**src/rtl/wic_cmd_sequencer_pkg.sv**
```systemverilog
// Shared definitions for the WIC command sequencer: FSM states, stage IDs
// and error-code helpers.
package wic_cmd_sequencer_pkg;

   typedef enum logic [3:0] {
      ST_IDLE   = 4'd0,
      ST_ACCUM  = 4'd1,
      ST_DEC_S  = 4'd2,
      ST_DEC_W  = 4'd3,
      ST_OTP_S  = 4'd4,
      ST_OTP_W  = 4'd5,
      ST_BLE_S  = 4'd6,
      ST_BLE_W  = 4'd7,
      ST_SPI_LD = 4'd8,
      ST_SPI_W  = 4'd9,
      ST_DONE   = 4'd10,
      ST_ERR    = 4'd11
   } seq_state_e;

   localparam logic [2:0] STAGE_ACCUM = 3'd1;
   localparam logic [2:0] STAGE_DEC   = 3'd2;
   localparam logic [2:0] STAGE_OTP   = 3'd3;
   localparam logic [2:0] STAGE_BLE   = 3'd4;
   localparam logic [2:0] STAGE_SPI   = 3'd5;

   // Abort uses stage 7, which no real stage occupies, so it can never be
   // confused with a submodule error or a timeout.
   localparam logic [3:0] ERR_ABORT   = 4'b0111;

   // err_code layout: {timeout flag, stage id}
   function automatic logic [3:0] err_of(input logic timeout, input logic [2:0] stage);
      return {timeout, stage};
   endfunction

endpackage

```
**src/rtl/wic_cmd_sequencer_stage_watchdog.sv**
```systemverilog
// Per-stage watchdog. Reloads on every state entry and counts down while the
// sequencer sits in a waiting state; expires once STAGE_TIMEOUT-1 cycles have
// been counted, so the stage is left after STAGE_TIMEOUT cycles in total.
module wic_cmd_sequencer_stage_watchdog #(
   parameter int STAGE_TIMEOUT = 2000
) (
   input  logic clk,
   input  logic reset,
   input  logic clear,
   input  logic enable,
   output logic expired
);

   localparam int CNT_W = $clog2(STAGE_TIMEOUT + 1);
   localparam logic [CNT_W-1:0] LOAD_VAL = CNT_W'(STAGE_TIMEOUT - 1);

   logic [CNT_W-1:0] cnt;

   // Down-counter: reload on clear, decrement while enabled, stop at zero.
   always_ff @(posedge clk) begin
      if (reset) begin
         cnt <= '0;
      end else if (clear) begin
         cnt <= LOAD_VAL;
      end else if (enable && (cnt != '0)) begin
         cnt <= cnt - 1'b1;
      end
   end

   assign expired = enable && (cnt == '0);

endmodule

```
**src/rtl/wic_cmd_sequencer.sv**
```systemverilog
// WIC command sequencer: walks one command through the UART accumulator,
// host command decoder, OTP block and bluetooth encoder, then streams the
// encoder payload MSB-byte-first to the SPI master.
//
// state  | meaning
// IDLE   | waiting for a UART byte to start a command
// ACCUM  | accumulator collecting the command
// DEC_S  | one-cycle decoder start
// DEC_W  | waiting for decoder done/error
// OTP_S  | one-cycle OTP start
// OTP_W  | waiting for OTP done
// BLE_S  | one-cycle encoder start
// BLE_W  | waiting for encoder done, payload captured on exit
// SPI_LD | waiting for SPI ready, then presents next byte
// SPI_W  | waiting for SPI byte-complete
// DONE   | one-cycle seq_done pulse
// ERR    | one-cycle seq_error pulse
module wic_cmd_sequencer
   import wic_cmd_sequencer_pkg::*;
#(
   parameter int PAYLOAD_BYTES = 18,
   parameter int STAGE_TIMEOUT = 2000
) (
   input  logic         clk,
   input  logic         reset,
   input  logic         mode,
   input  logic         abort,
   input  logic         uart_valid,
   output logic         accumulate,
   input  logic         accum_done,
   input  logic         accum_error,
   output logic         dec_start,
   input  logic         dec_done,
   input  logic         dec_error,
   output logic         otp_start,
   output logic         otp_passthru,
   input  logic         otp_done,
   output logic         ble_start,
   input  logic         ble_done,
   input  logic [143:0] ble_data,
   output logic [7:0]   spi_tx_byte,
   output logic         spi_tx_dv,
   input  logic         spi_tx_ready,
   input  logic         spi_rx_dv,
   output logic         busy,
   output logic         seq_done,
   output logic         seq_error,
   output logic [3:0]   err_code
);

   localparam int PAYLOAD_W = 8 * PAYLOAD_BYTES;
   localparam int BCNT_W    = $clog2(PAYLOAD_BYTES + 1);

   seq_state_e            state;
   seq_state_e            state_nxt;
   logic [3:0]            err_sel;
   logic [PAYLOAD_W-1:0]  shreg;
   logic [BCNT_W-1:0]     byte_cnt;
   logic                  wd_clear;
   logic                  wd_enable;
   logic                  wd_expired;
   logic                  abortable;

   assign wd_clear  = (state_nxt != state);
   assign wd_enable = state inside {ST_ACCUM, ST_DEC_W, ST_OTP_W, ST_BLE_W, ST_SPI_LD, ST_SPI_W};
   // DONE and ERR already report the outcome; abort there would double-report.
   assign abortable = !(state inside {ST_IDLE, ST_DONE, ST_ERR});

   wic_cmd_sequencer_stage_watchdog #(
      .STAGE_TIMEOUT (STAGE_TIMEOUT)
   ) u_watchdog (
      .clk     (clk),
      .reset   (reset),
      .clear   (wd_clear),
      .enable  (wd_enable),
      .expired (wd_expired)
   );

   // Next-state decode; within a state: error > done > timeout, abort overrides all.
   always_comb begin
      state_nxt = state;
      err_sel   = '0;
      case (state)
         ST_IDLE: begin
            if (uart_valid) state_nxt = ST_ACCUM;
         end
         ST_ACCUM: begin
            if (accum_error) begin
               state_nxt = ST_ERR;
               err_sel   = err_of(1'b0, STAGE_ACCUM);
            end else if (accum_done) begin
               state_nxt = ST_DEC_S;
            end else if (wd_expired) begin
               state_nxt = ST_ERR;
               err_sel   = err_of(1'b1, STAGE_ACCUM);
            end
         end
         ST_DEC_S: state_nxt = ST_DEC_W;
         ST_DEC_W: begin
            if (dec_error) begin
               state_nxt = ST_ERR;
               err_sel   = err_of(1'b0, STAGE_DEC);
            end else if (dec_done) begin
               state_nxt = ST_OTP_S;
            end else if (wd_expired) begin
               state_nxt = ST_ERR;
               err_sel   = err_of(1'b1, STAGE_DEC);
            end
         end
         ST_OTP_S: state_nxt = ST_OTP_W;
         ST_OTP_W: begin
            if (otp_done) begin
               state_nxt = ST_BLE_S;
            end else if (wd_expired) begin
               state_nxt = ST_ERR;
               err_sel   = err_of(1'b1, STAGE_OTP);
            end
         end
         ST_BLE_S: state_nxt = ST_BLE_W;
         ST_BLE_W: begin
            if (ble_done) begin
               state_nxt = ST_SPI_LD;
            end else if (wd_expired) begin
               state_nxt = ST_ERR;
               err_sel   = err_of(1'b1, STAGE_BLE);
            end
         end
         ST_SPI_LD: begin
            if (spi_tx_ready) begin
               state_nxt = ST_SPI_W;
            end else if (wd_expired) begin
               state_nxt = ST_ERR;
               err_sel   = err_of(1'b1, STAGE_SPI);
            end
         end
         ST_SPI_W: begin
            if (spi_rx_dv) begin
               state_nxt = (byte_cnt == BCNT_W'(1)) ? ST_DONE : ST_SPI_LD;
            end else if (wd_expired) begin
               state_nxt = ST_ERR;
               err_sel   = err_of(1'b1, STAGE_SPI);
            end
         end
         ST_DONE: state_nxt = ST_IDLE;
         ST_ERR:  state_nxt = ST_IDLE;
         default: state_nxt = ST_IDLE;
      endcase
      if (abort && abortable) begin
         state_nxt = ST_ERR;
         err_sel   = ERR_ABORT;
      end
   end

   // State register, registered outputs decoded from the upcoming state, payload shifter.
   always_ff @(posedge clk) begin
      if (reset) begin
         state        <= ST_IDLE;
         accumulate   <= 1'b0;
         dec_start    <= 1'b0;
         otp_start    <= 1'b0;
         ble_start    <= 1'b0;
         otp_passthru <= 1'b0;
         spi_tx_byte  <= '0;
         spi_tx_dv    <= 1'b0;
         busy         <= 1'b0;
         seq_done     <= 1'b0;
         seq_error    <= 1'b0;
         err_code     <= '0;
         shreg        <= '0;
         byte_cnt     <= '0;
      end else begin
         state      <= state_nxt;
         busy       <= (state_nxt != ST_IDLE);
         accumulate <= (state_nxt == ST_ACCUM);
         dec_start  <= (state_nxt == ST_DEC_S);
         otp_start  <= (state_nxt == ST_OTP_S);
         ble_start  <= (state_nxt == ST_BLE_S);
         seq_done   <= (state_nxt == ST_DONE);
         seq_error  <= (state_nxt == ST_ERR);
         spi_tx_dv  <= (state == ST_SPI_LD) && (state_nxt == ST_SPI_W);

         if ((state == ST_SPI_LD) && (state_nxt == ST_SPI_W)) begin
            spi_tx_byte <= shreg[PAYLOAD_W-1 -: 8];
         end

         if ((state == ST_IDLE) && (state_nxt == ST_ACCUM)) begin
            otp_passthru <= ~mode;
            err_code     <= '0;
         end

         if ((state_nxt == ST_ERR) && (state != ST_ERR)) begin
            err_code <= err_sel;
         end

         if ((state == ST_BLE_W) && (state_nxt == ST_SPI_LD)) begin
            shreg    <= ble_data;
            byte_cnt <= BCNT_W'(PAYLOAD_BYTES);
         end else if ((state == ST_SPI_W) && spi_rx_dv && (state_nxt != ST_ERR)) begin
            shreg    <= {shreg[PAYLOAD_W-9:0], 8'h00};
            byte_cnt <= byte_cnt - 1'b1;
         end
      end
   end

endmodule
```
**config.mk**
```make
export PLATFORM = sky130hd
export DESIGN_NAME = wic_cmd_sequencer
export DESIGN_NICKNAME = d
export VERILOG_FILES = /design/src/rtl/wic_cmd_sequencer_pkg.sv /design/src/rtl/wic_cmd_sequencer_stage_watchdog.sv /design/src/rtl/wic_cmd_sequencer.sv
export SDC_FILE = /design/constraint.sdc
export NUM_CORES = 1
export LEC_CHECK = 0
export CORE_ASPECT_RATIO = 1.25
export CORE_MARGIN = 2
export CORE_UTILIZATION = 57
export CTS_BUF_LIST = sky130_fd_sc_hd__clkbuf_8
export DETAILED_ROUTE_END_ITERATION = 8
export PLACE_DENSITY = 0.95
export SYNTH_ARGS = -nofsm -noshare
export SYNTH_HDL_FRONTEND = slang
export SYNTH_SLANG_ARGS = --single-unit
```
**constraint.sdc**
```tcl
create_clock -name clk -period 4.6 [get_ports clk]
set_input_delay 0.92 -clock clk [delete_from_list [all_inputs] [get_ports clk]]
set_output_delay 0.92 -clock clk [all_outputs]
set_load 0.005 [all_outputs]
```
[Word level (Yosys, flattened, before mapping)]
Cells that the tools add are included.
Word-level totals
  input port bits: 157
  memories kept: 0
  word-level logic and storage cells: 100
  output and inout port bits: 21
  memory bits (read-only): 0
  bits in writable memories: 0
  latch bits: 0
  flip-flop bits (word level): 185
Operators by class
  reduce and logical (&&, ||, !) cells: 21
  add/sub/neg operators: 2
  multiply operators: 0
  muxes and demuxes: 36
  div/mod/pow operators: 0
  bitwise gates (word level): 1
  eq/ne operators: 23
  shifts and indexed selects: 0
  $lt $le $gt $ge: 0
Operator list (number)
  144-bit two-way mux: 2
  4-bit two-way mux: 27
  4-bit case mux with 10 select lines: 1
  4-bit == test, second input constant: 8
  4-bit by 3-bit == test with 1-bit output, second input constant: 6
  4-bit case mux with 6 select lines: 1
  11-bit two-way mux: 2
  4-bit by 2-bit == test with 1-bit output, second input constant: 3
  11-bit logical NOT: 1
  11-bit nonzero test: 1
  11-bit by 1-bit subtractor with 11-bit output, second input constant: 1
  5-bit two-way mux: 2
  1-bit logical AND: 9
  4-bit by 1-bit == test with 1-bit output, second input constant: 2
  4-bit != test, second input constant: 2
  2-bit nonzero test: 3
  6-bit nonzero test: 1
  5-bit by 1-bit == test with 1-bit output, second input constant: 1
  5-bit by 1-bit subtractor with 5-bit output, second input constant: 1
  4-bit logical NOT: 1
  4-bit != test: 1
  4-bit nonzero test: 1
  2-bit OR reduction: 2
  3-bit nonzero test: 1
  3 further kinds: 3

[Logic depth before layout (Yosys ltp)]
Gate-level depths: netlist (run 1).
  word-level depth: 12
  depth in mapped cells: 12

[By module]
From an unflattened synthesis (run 1), not the netlist that was laid out.
Second synthesis, totals
  cells, all modules: 938
  area, all modules: 8334.2 µm²
By module, submodules not included
  wic_cmd_sequencer: seq. area each 3483.3 µm², cells an instance 871, area an instance 7696.1 µm², instances 1
  wic_cmd_sequencer_stage_watchdog: seq. area each 220.2 µm², cells an instance 67, area an instance 638.1 µm², instances 1

[Least setup slack after synthesis (run 1)]
Ideal clock, no wire load.
  path type: input to register
  from: in accum_error
  to: reg shreg[36]
  required time: 4.530 ns
  arrival time: 2.812 ns
  setup time: 0.070 ns
  setup slack: 1.717 ns
  buffers on the path: 2
  cell stages on the path: 8
  cells stage by stage: or2_2 > a31oi_1 > o221ai_1 > nor4_1 > clkbuf_1 > clkbuf_1 > a22oi_1 > a21oi_1
On the way
  longest elaborated chain between the ends: 6
  elaborated cells between the ends (all ways): 9
  those cells by class: eq/ne: 2; mux: 4; reduce/logical: 3
Ends and longest elaborated chain
  start: declaration: RTL line wic_cmd_sequencer.sv:31  | input logic accum_error,
  4-bit two-way mux *: RTL line wic_cmd_sequencer.sv:88  | if (accum_error) begin
  4-bit case mux with 10 select lines *: RTL line wic_cmd_sequencer.sv:83  | case (state)
  4-bit two-way mux *: RTL line wic_cmd_sequencer.sv:148  | if (abort && abortable) begin
  4-bit == test or 4-bit != test (tied branches): RTL line wic_cmd_sequencer.sv:195, wic_cmd_sequencer.sv:198
  1-bit logical AND, on equally long branches: RTL line wic_cmd_sequencer.sv:195, wic_cmd_sequencer.sv:198
  144-bit two-way mux or 2-bit nonzero test (tied branches)
  end signal: assignment: RTL line wic_cmd_sequencer.sv:196  | shreg <= ble_data;
  end signal: assignment: RTL line wic_cmd_sequencer.sv:199  | shreg <= {shreg[PAYLOAD_W-9:0], 8'h00};
  end: declaration: RTL line wic_cmd_sequencer.sv:57  | logic [PAYLOAD_W-1:0] shreg;
Every way passes the cells marked *; elsewhere a longest branch is shown, timed or not.
A chain may end at the register's enable or synchronous reset.

[Final worst setup path (run 1)]
  from: reg state[3]
  to: reg shreg[121]
On the way
  longest elaborated chain between the ends: 11
  elaborated cells between the ends (all ways): 36
  those cells by class: eq/ne: 13; mux: 13; reduce/logical: 10
Ends and longest elaborated chain
  start: declaration: RTL line wic_cmd_sequencer.sv:54  | seq_state_e state;
  start signal: assignment: RTL line wic_cmd_sequencer.sv:172  | state <= state_nxt;
  4-bit by 1-bit == test with 1-bit output (tied with other cells): RTL line wic_cmd_sequencer.sv:65, wic_cmd_sequencer.sv:83
  6-bit nonzero test: RTL line wic_cmd_sequencer.sv:65  | assign wd_enable = state inside {ST_ACCUM, ST_DEC_W, ST_OTP_W, ST_BLE_W, ST_SPI_LD, ST_SPI_W};
  1-bit logical AND: RTL line wic_cmd_sequencer_stage_watchdog.sv:30  | assign expired = enable && (cnt == '0);
  4-bit two-way mux
  4-bit two-way mux, on equally long branches: RTL line wic_cmd_sequencer.sv:103, wic_cmd_sequencer.sv:91
  4-bit two-way mux, on equally long branches: RTL line wic_cmd_sequencer.sv:100, wic_cmd_sequencer.sv:88
  4-bit case mux with 10 select lines: RTL line wic_cmd_sequencer.sv:83
  4-bit two-way mux: RTL line wic_cmd_sequencer.sv:148
  4-bit == test or 4-bit != test (tied branches): RTL line wic_cmd_sequencer.sv:195, wic_cmd_sequencer.sv:198
  1-bit logical AND, on equally long branches: RTL line wic_cmd_sequencer.sv:195, wic_cmd_sequencer.sv:198
  144-bit two-way mux or 2-bit nonzero test (tied branches)
Parallel ways exist; a longest one is shown, timed or not.

==> results of run 1 <==
[final timing paths]
| check | endpoint | slack, ns | cells past startpoint |
|---|---|---|---|
| worst max-delay path | shreg[121] | 1.01 | 8 |
| worst min register to register | shreg[143] | 0.47 | 2 |
| worst max register to register | shreg[121] | 1.01 | 8 |
| worst min-delay path | shreg[143] | 0.47 | 2 |
[cell usage after synthesis, drive strengths merged (3+ instances only)]
cell type	n	share of area, %
inv	13	0.60
and2	6	0.46
nor3	11	0.68
nand2	20	0.93
nand3	148	9.2
mux2i	9	1.1
or2	4	0.31
dfxtp	185	46
or3	5	0.39
and3	3	0.23
o21ai	11	0.68
a211oi	5	0.46
clkbuf	47	2.2
nand2b	6	0.46
a21oi	160	9.9
buf	47	3.3
nor4	6	0.46
a22oi	137	13
nor2b	9	0.70
xnor2	7	0.76
nand3b	3	0.28
a31oi	5	0.39
nor3b	5	0.46
xor2	7	0.76
or3b	3	0.32
ha	4	0.62
a21o	3	0.28
nor2	29	1.3
[worst register-to-register path: stages, from the launching register on]
cell	delay (ns)
dfxtp_1	0.79
or3b_1	0.50
nor4_1	0.40
nor3_1	0.11
o211ai_1	0.62
a21o_4	0.46
buf_4	0.31
nand3_1	0.13
a21oi_1	0.19
[flip-flops by register name, indices dropped and copies added (netlist names)]
| register | flops |
|---|---|
| seq_done | 1 |
| byte_cnt | 5 |
| seq_error | 1 |
| busy | 1 |
| accumulate | 1 |
| err_code | 4 |
| u_watchdog.cnt | 11 |
| otp_passthru | 1 |
| state | 4 |
| otp_start | 1 |
| spi_tx_dv | 1 |
| dec_start | 1 |
| shreg | 144 |
| ble_start | 1 |
| spi_tx_byte | 8 |
[kinds of logic after synthesis]
kind of cell / after synthesis
adders and majority gates: 4
buffers and inverters: 107
DFF: 185
muxes: 11
xor gates and xnor gates: 14
AOI/OAI and AO/OA: 344
and+or+nand+nor: 269
[layout make-up]
| cell class | count | area [um^2] |
|---|---|---|
| multi-input cells | 642 | 3929 |
| flip-flops and latches | 185 | 3704 |
| fillers | 1046 | 3650 |
| repair buffers | 190 | 1946 |
| clock buffers | 19 | 261.5 |
| well taps | 175 | 219.0 |
| clock inverters | 12 | 116.4 |
| inverters | 13 | 48.80 |
[where the power goes]
part / switching, uW / internal [uW]
combinational: 566 / 487
sequential: 121 / 1670
clock: 584 / 460
[metrics by stage]
stage | setup WS [ns] | util (%)
2_1_floorplan | 1.718 | -
3_3_place_gp | 0.7966 | 70.97
3_5_place_dp | 0.6917 | 70.97
4_1_cts | 1.079 | 73.69
5_1_grt | 0.7494 | 73.69
6_report | 1.013 | 73.69
[metal layers]
layer	part of all wire [%]	global-route usage (%)	vias up	routed length [um]
li1	-	-	3710	-
met2	51	48.09	296	11030
met4	3.4	11.88	0	743
met1	39	32.68	3652	8472
met5	0	0	-	0
met3	6.7	7.743	50	1448
==> flow_metrics.tcl, run 1 <==
set metrics [dict create \
    dp.cells 1205 \
    synth_seq_cells 185 \
    hold_viol_final 0 \
    grt_overflow 0 \
    slowest_delay_ns 0.79 \
    p_per_area_mw_per_mm2 380.7 \
    power_uw 3892 \
    drc_errors 0 \
    drtIter0Drc 576 \
    synthCells 934 \
    dpl.hpwl_um 14240 \
    crit_type "flop to flop" \
    critPathLaunchType "flop" \
    track_usage_pct 27.82 \
    pin_count 178 \
    cts_hold_buf 0 \
    wl_per_cell_um 17.55 \
    syn_area_mm2 0.008094 \
    postSynthAreaPerCell_um2 8.666 \
    die_y_um 137.2 \
    synth.net_count 1095 \
    cp_num_buf_inv 1 \
    setup_viol 0 \
    grt_max_degree 148 \
    ant_nets 0 \
    max-clock-path-buffers 2 \
    clock_latency_ns 0.47 \
    die_w_um 110.6 \
    fin_crit_ns 3.587 \
    synth-compound-area-share_pct 27.10 \
    rsz0062_at_grt "false" \
    crit_arrival_ns 3.96 \
    finalMaxSlewViolations 0 \
    post_cts_buffers 0 \
    netlist-cell-type-count 63 \
    placed_cell_area_mm2 0.009846 \
    design_area_mm2 0.01022 \
    crit_path_cell_trace "or3b_1 > nor4_1 > nor3_1 > o211ai_1 > a21o_4 > buf_4 > nand3_1 > a21oi_1" \
    synth-main-ff-cell "dfxtp_1" \
    skew_ns 0.01832 \
    cts_tree "yes" \
    synth_enable_flop_cells 0 \
    rows 48 \
    final_nets 1210 \
    synth_fa_ha_area_share_pct 0.6183 \
    firstDrtPassIters 8 \
    synth_simple_gate_area_share_pct 17.51 \
    hold_ws_ns 0.4682 \
    cts_root_buf "clkbuf_8" \
    vias 7708 \
    slew_headroom_pct 28.05 \
    initial_core_util_pct 58.34 \
    critPathMaxFanout 31 \
    crit_start "state[3]" \
    outcome "finished, final reports clean" \
    hold_class "flop to flop" \
    layout-drive-gt1-share_pct 5.844 \
    period_share_pct 77.98 \
    slowest_stage "dfxtp_1" \
    cts-htree-levels 4 \
    coreArea_mm2 0.01387 \
    cts_buffers 17 \
    ir_drop_v 0.0004619 \
    yosysSeqAreaShare_pct 45.76 \
    dieArea_mm2 0.01518 \
    avgViaCountPerCell 6.236 \
    fmax_ghz 0.2788 \
    end_kind "flop" \
    first_global_vias 7143 \
    wirelength_um 21700 \
    setup-tns-final_ns 0 \
    tightestPinTransition_ns 1.079 \
    antenna_found_initial 0 \
    crit_family "compound AO/OA/AOI/OAI gates" \
    final_common_cell "dfxtp_1" \
    final_cells 1236 \
    grt_pass1_wl_um 34530 \
    synth_top_family_by_area "compound AO/OA/AOI/OAI gates" \
    leakagePower_uw 0.003278 \
    ys.warnings.count 0 \
    insertedDiodeCount 0 \
    critPathRequiredTime_ns 4.98 \
    gp_congestion 0.9110 \
    cts.sinks 185 \
    io_buffers 177 \
    drv_cap 0 \
    r2r-start "state[3]" \
    synthToLayoutAreaGrowth_pct 26.31 \
    final_cell_mix "dfxtp_1, clkdlybuf4s50_1, a21oi_1" \
    synth_xor_area_share_pct 1.515 \
    async_flop_share_pct 0 \
    post_cts_resized 0 \
    clk_pin_slew_ns 0.09 \
    hold_start "shreg[143]" \
    synthMuxAreaShare_pct 1.391 \
]
Power figures use the tool's default switching activity.
==> run 2, diff against run 1 <==
--- a/config.mk
+++ b/config.mk
@@ -7,10 +7,10 @@
 export LEC_CHECK = 0
 export CORE_ASPECT_RATIO = 1.25
 export CORE_MARGIN = 2
-export CORE_UTILIZATION = 57
+export CORE_UTILIZATION = 47
 export CTS_BUF_LIST = sky130_fd_sc_hd__clkbuf_8
 export DETAILED_ROUTE_END_ITERATION = 8
-export PLACE_DENSITY = 0.95
+export PLACE_DENSITY = 0.87
 export SYNTH_ARGS = -nofsm -noshare
 export SYNTH_HDL_FRONTEND = slang
 export SYNTH_SLANG_ARGS = --single-unit
==> constraint.sdc (replaced) <==
create_clock -name clk -period 3 [get_ports clk]
set_input_delay 0.6 -clock clk [delete_from_list [all_inputs] [get_ports clk]]
set_output_delay 0.6 -clock clk [all_outputs]
set_load 0.005 [all_outputs]
==> flow_metrics.tcl, run 2 (synthesized netlist as in run 1, its figures left out) <==
set metrics [dict create \
    die_w_um 121.4 \
    avgViaCountPerCell 5.908 \
    crit_arrival_ns 3.25 \
    hold_viol_final 0 \
    track_usage_pct 24.95 \
    fill_cells 1398 \
    hold_class "flop to flop" \
    slew_headroom_pct 47.94 \
    dpl.hpwl_um 16250 \
    hold_start "shreg[100]" \
    final_cell_mix "dfxtp_1, clkdlybuf4s50_1, a21oi_1" \
    power.clock.fraction_pct 26.4 \
    p_per_area_mw_per_mm2 585.3 \
    tightestPinTransition_ns 0.7793 \
    design_area_mm2 0.01082 \
    finalMaxSlewViolations 0 \
    cts-htree-levels 4 \
    r2r-start "state[0]" \
    coreArea_mm2 0.01684 \
    pre_cts_ws_ns -0.1945 \
    skew_ns 0.02079 \
    regArea_mm2 0.003706 \
    multi_input_area_mm2 0.003929 \
    rows 53 \
    rrSetupSlack_ns 0.16 \
    vias 7876 \
    p_sw_uw 2099 \
    cts_root_buf "clkbuf_8" \
    grt_overflow 0 \
    drc_errors 0 \
    whs_endpoint "shreg[100]" \
    antenna_found_initial 0 \
    power_frac_comb_pct 31.2 \
    wirelength_um 23030 \
    io_buffers 177 \
    period_share_pct 95.77 \
    cts_hold_buf 0 \
    top_regs "shreg: 144 flops, u_watchdog.cnt: 11 flops, spi_tx_byte: 8 flops" \
    leakagePower_uw 0.003591 \
    critPathLaunchType "input pin" \
    grt_max_degree 85 \
    cts_tree "yes" \
    synthToLayoutAreaGrowth_pct 33.71 \
    path_common_cell "buf_4" \
    largest_reg_flops 144 \
    grt_pass1_wl_um 36310 \
    clock_latency_ns 0.47 \
    initial_core_util_pct 48.05 \
    pin_count 178 \
    fin_ws_ns 0.1270 \
    fmax_ghz 0.3481 \
    crit_family "compound AO/OA/AOI/OAI gates" \
    final_cells 1333 \
    crit_path_cell_trace "clkdlybuf4s50_1 > or2_2 > a31oi_1 > o221ai_1 > buf_4 > a2111o_1 > a211oi_1 > nor4b_2 > buf_4 > nor3b_1" \
    layout-drive-gt1-share_pct 10.33 \
    switching_share_pct 33.13 \
    min_path_cells 2 \
    wl_per_cell_um 17.27 \
    crit_type "input pin to flop" \
    dp.cells 1301 \
    cp_num_buf_inv 3 \
    largest_register "shreg" \
    insertedDiodeCount 0 \
    power.internal_uw 4236 \
    fin_crit_ns 2.873 \
    cts.sinks 185 \
    final_nets 1261 \
    final_common_cell "dfxtp_1" \
    sequentialPowerShare_pct 42.4 \
    clk_pin_slew_ns 0.09 \
    ir_drop_v 0.0003121 \
    gp_congestion 0.8774 \
    slowest_delay_ns 0.46 \
    dieArea_mm2 0.01829 \
    r2r_cells 10 \
    drv_cap 0 \
    end_kind "flop" \
    critPathMaxFanout 11 \
    die_y_um 150.7 \
    slowest_stage "clkdlybuf4s50_1" \
    first_global_vias 7476 \
    max-clock-path-buffers 2 \
    firstDrtPassIters 6 \
    drtIter0Drc 619 \
    cts_buffers 17 \
    ant_nets 0 \
    setup_viol 0 \
    reg2reg_to "u_watchdog.cnt[5]" \
    critPathRequiredTime_ns 3.37 \
    placed_cell_area_mm2 0.01042 \
    hold_ws_ns 0.4701 \
    outcome "finished, final reports clean" \
    rsz0062_at_grt "false" \
]
## run 2: final cells by class
cell class	instances	share of cell area, %
Tap cell	220	2.543
Clock buffer	18	2.289
Timing Repair Buffer	241	22.79
Multi-Input combinational cell	642	36.30
Clock inverter	14	1.387
Inverter	13	0.4509
Sequential cell	185	34.24
## run 2: per-stage QoR
| step | total power [uW] | TNS (ns) | utilization [%] |
|---|---|---|---|
| after floorplan | 3807 | 0 | - |
| after global placement | 4642 | -7.574 | 61.88 |
| after detailed placement | 4677 | -16.27 | 61.88 |
| after CTS | 6345 | 0 | 64.24 |
| after global routing | 6664 | 0 | 64.25 |
| final | 6334 | 0 | 64.25 |
## run 2: worst max-delay path by stage
stage	startpoint	endpoint	slack, ns	cells past startpoint
floorplan	accum_error	shreg[36]	0.44	8
finish	accum_error	u_watchdog.cnt[5]	0.13	10
global placement	accum_error	u_watchdog.cnt[5]	-0.15	10
CTS	state[1]	u_watchdog.cnt[5]	0.15	10
global route	state[0]	shreg[133]	0.03	9
detailed placement	accum_error	u_watchdog.cnt[5]	-0.19	10
## run 2: per-layer routing
layer  track usage [%]  part of all wire [%]
met4             10.34                   2.9
met3             6.439                   6.9
met5                 0                     0
met2             43.82                    52
met1             28.72                    38
## run 2: power groups by stage
stage	logic, uW	registers [uW]	clock network, uW
3_5_place_dp	1940	2740	0
6_report	1970	2690	1670
4_1_cts	1950	2680	1710
3_3_place_gp	1910	2730	0
5_1_grt	2140	2710	1820
2_1_floorplan	1110	2700	0
## run 2: what timing repair did
item,4_1_cts,5_1_grt
setup endpoints to repair,0,6
setup buffers,0,0
resized for setup,0,2
## run 2: worst min-delay path: cells and delay by family (launching register included)
kind | cells | cell delay, ns
and+or+nand+nor | 1 | 0.06
DFF | 1 | 0.32
AOI/OAI and AO/OA | 1 | 0.06
==> run 3, diff against run 2 <==
--- a/config.mk
+++ b/config.mk
@@ -9,6 +9,7 @@
 export CORE_MARGIN = 2
 export CORE_UTILIZATION = 47
 export CTS_BUF_LIST = sky130_fd_sc_hd__clkbuf_8
+export CTS_CLUSTER_SIZE = 25
 export DETAILED_ROUTE_END_ITERATION = 8
 export PLACE_DENSITY = 0.87
 export SYNTH_ARGS = -nofsm -noshare
==> results of run 3 <==
The final DEF is identical to that of run 2; final timing and power are the same.
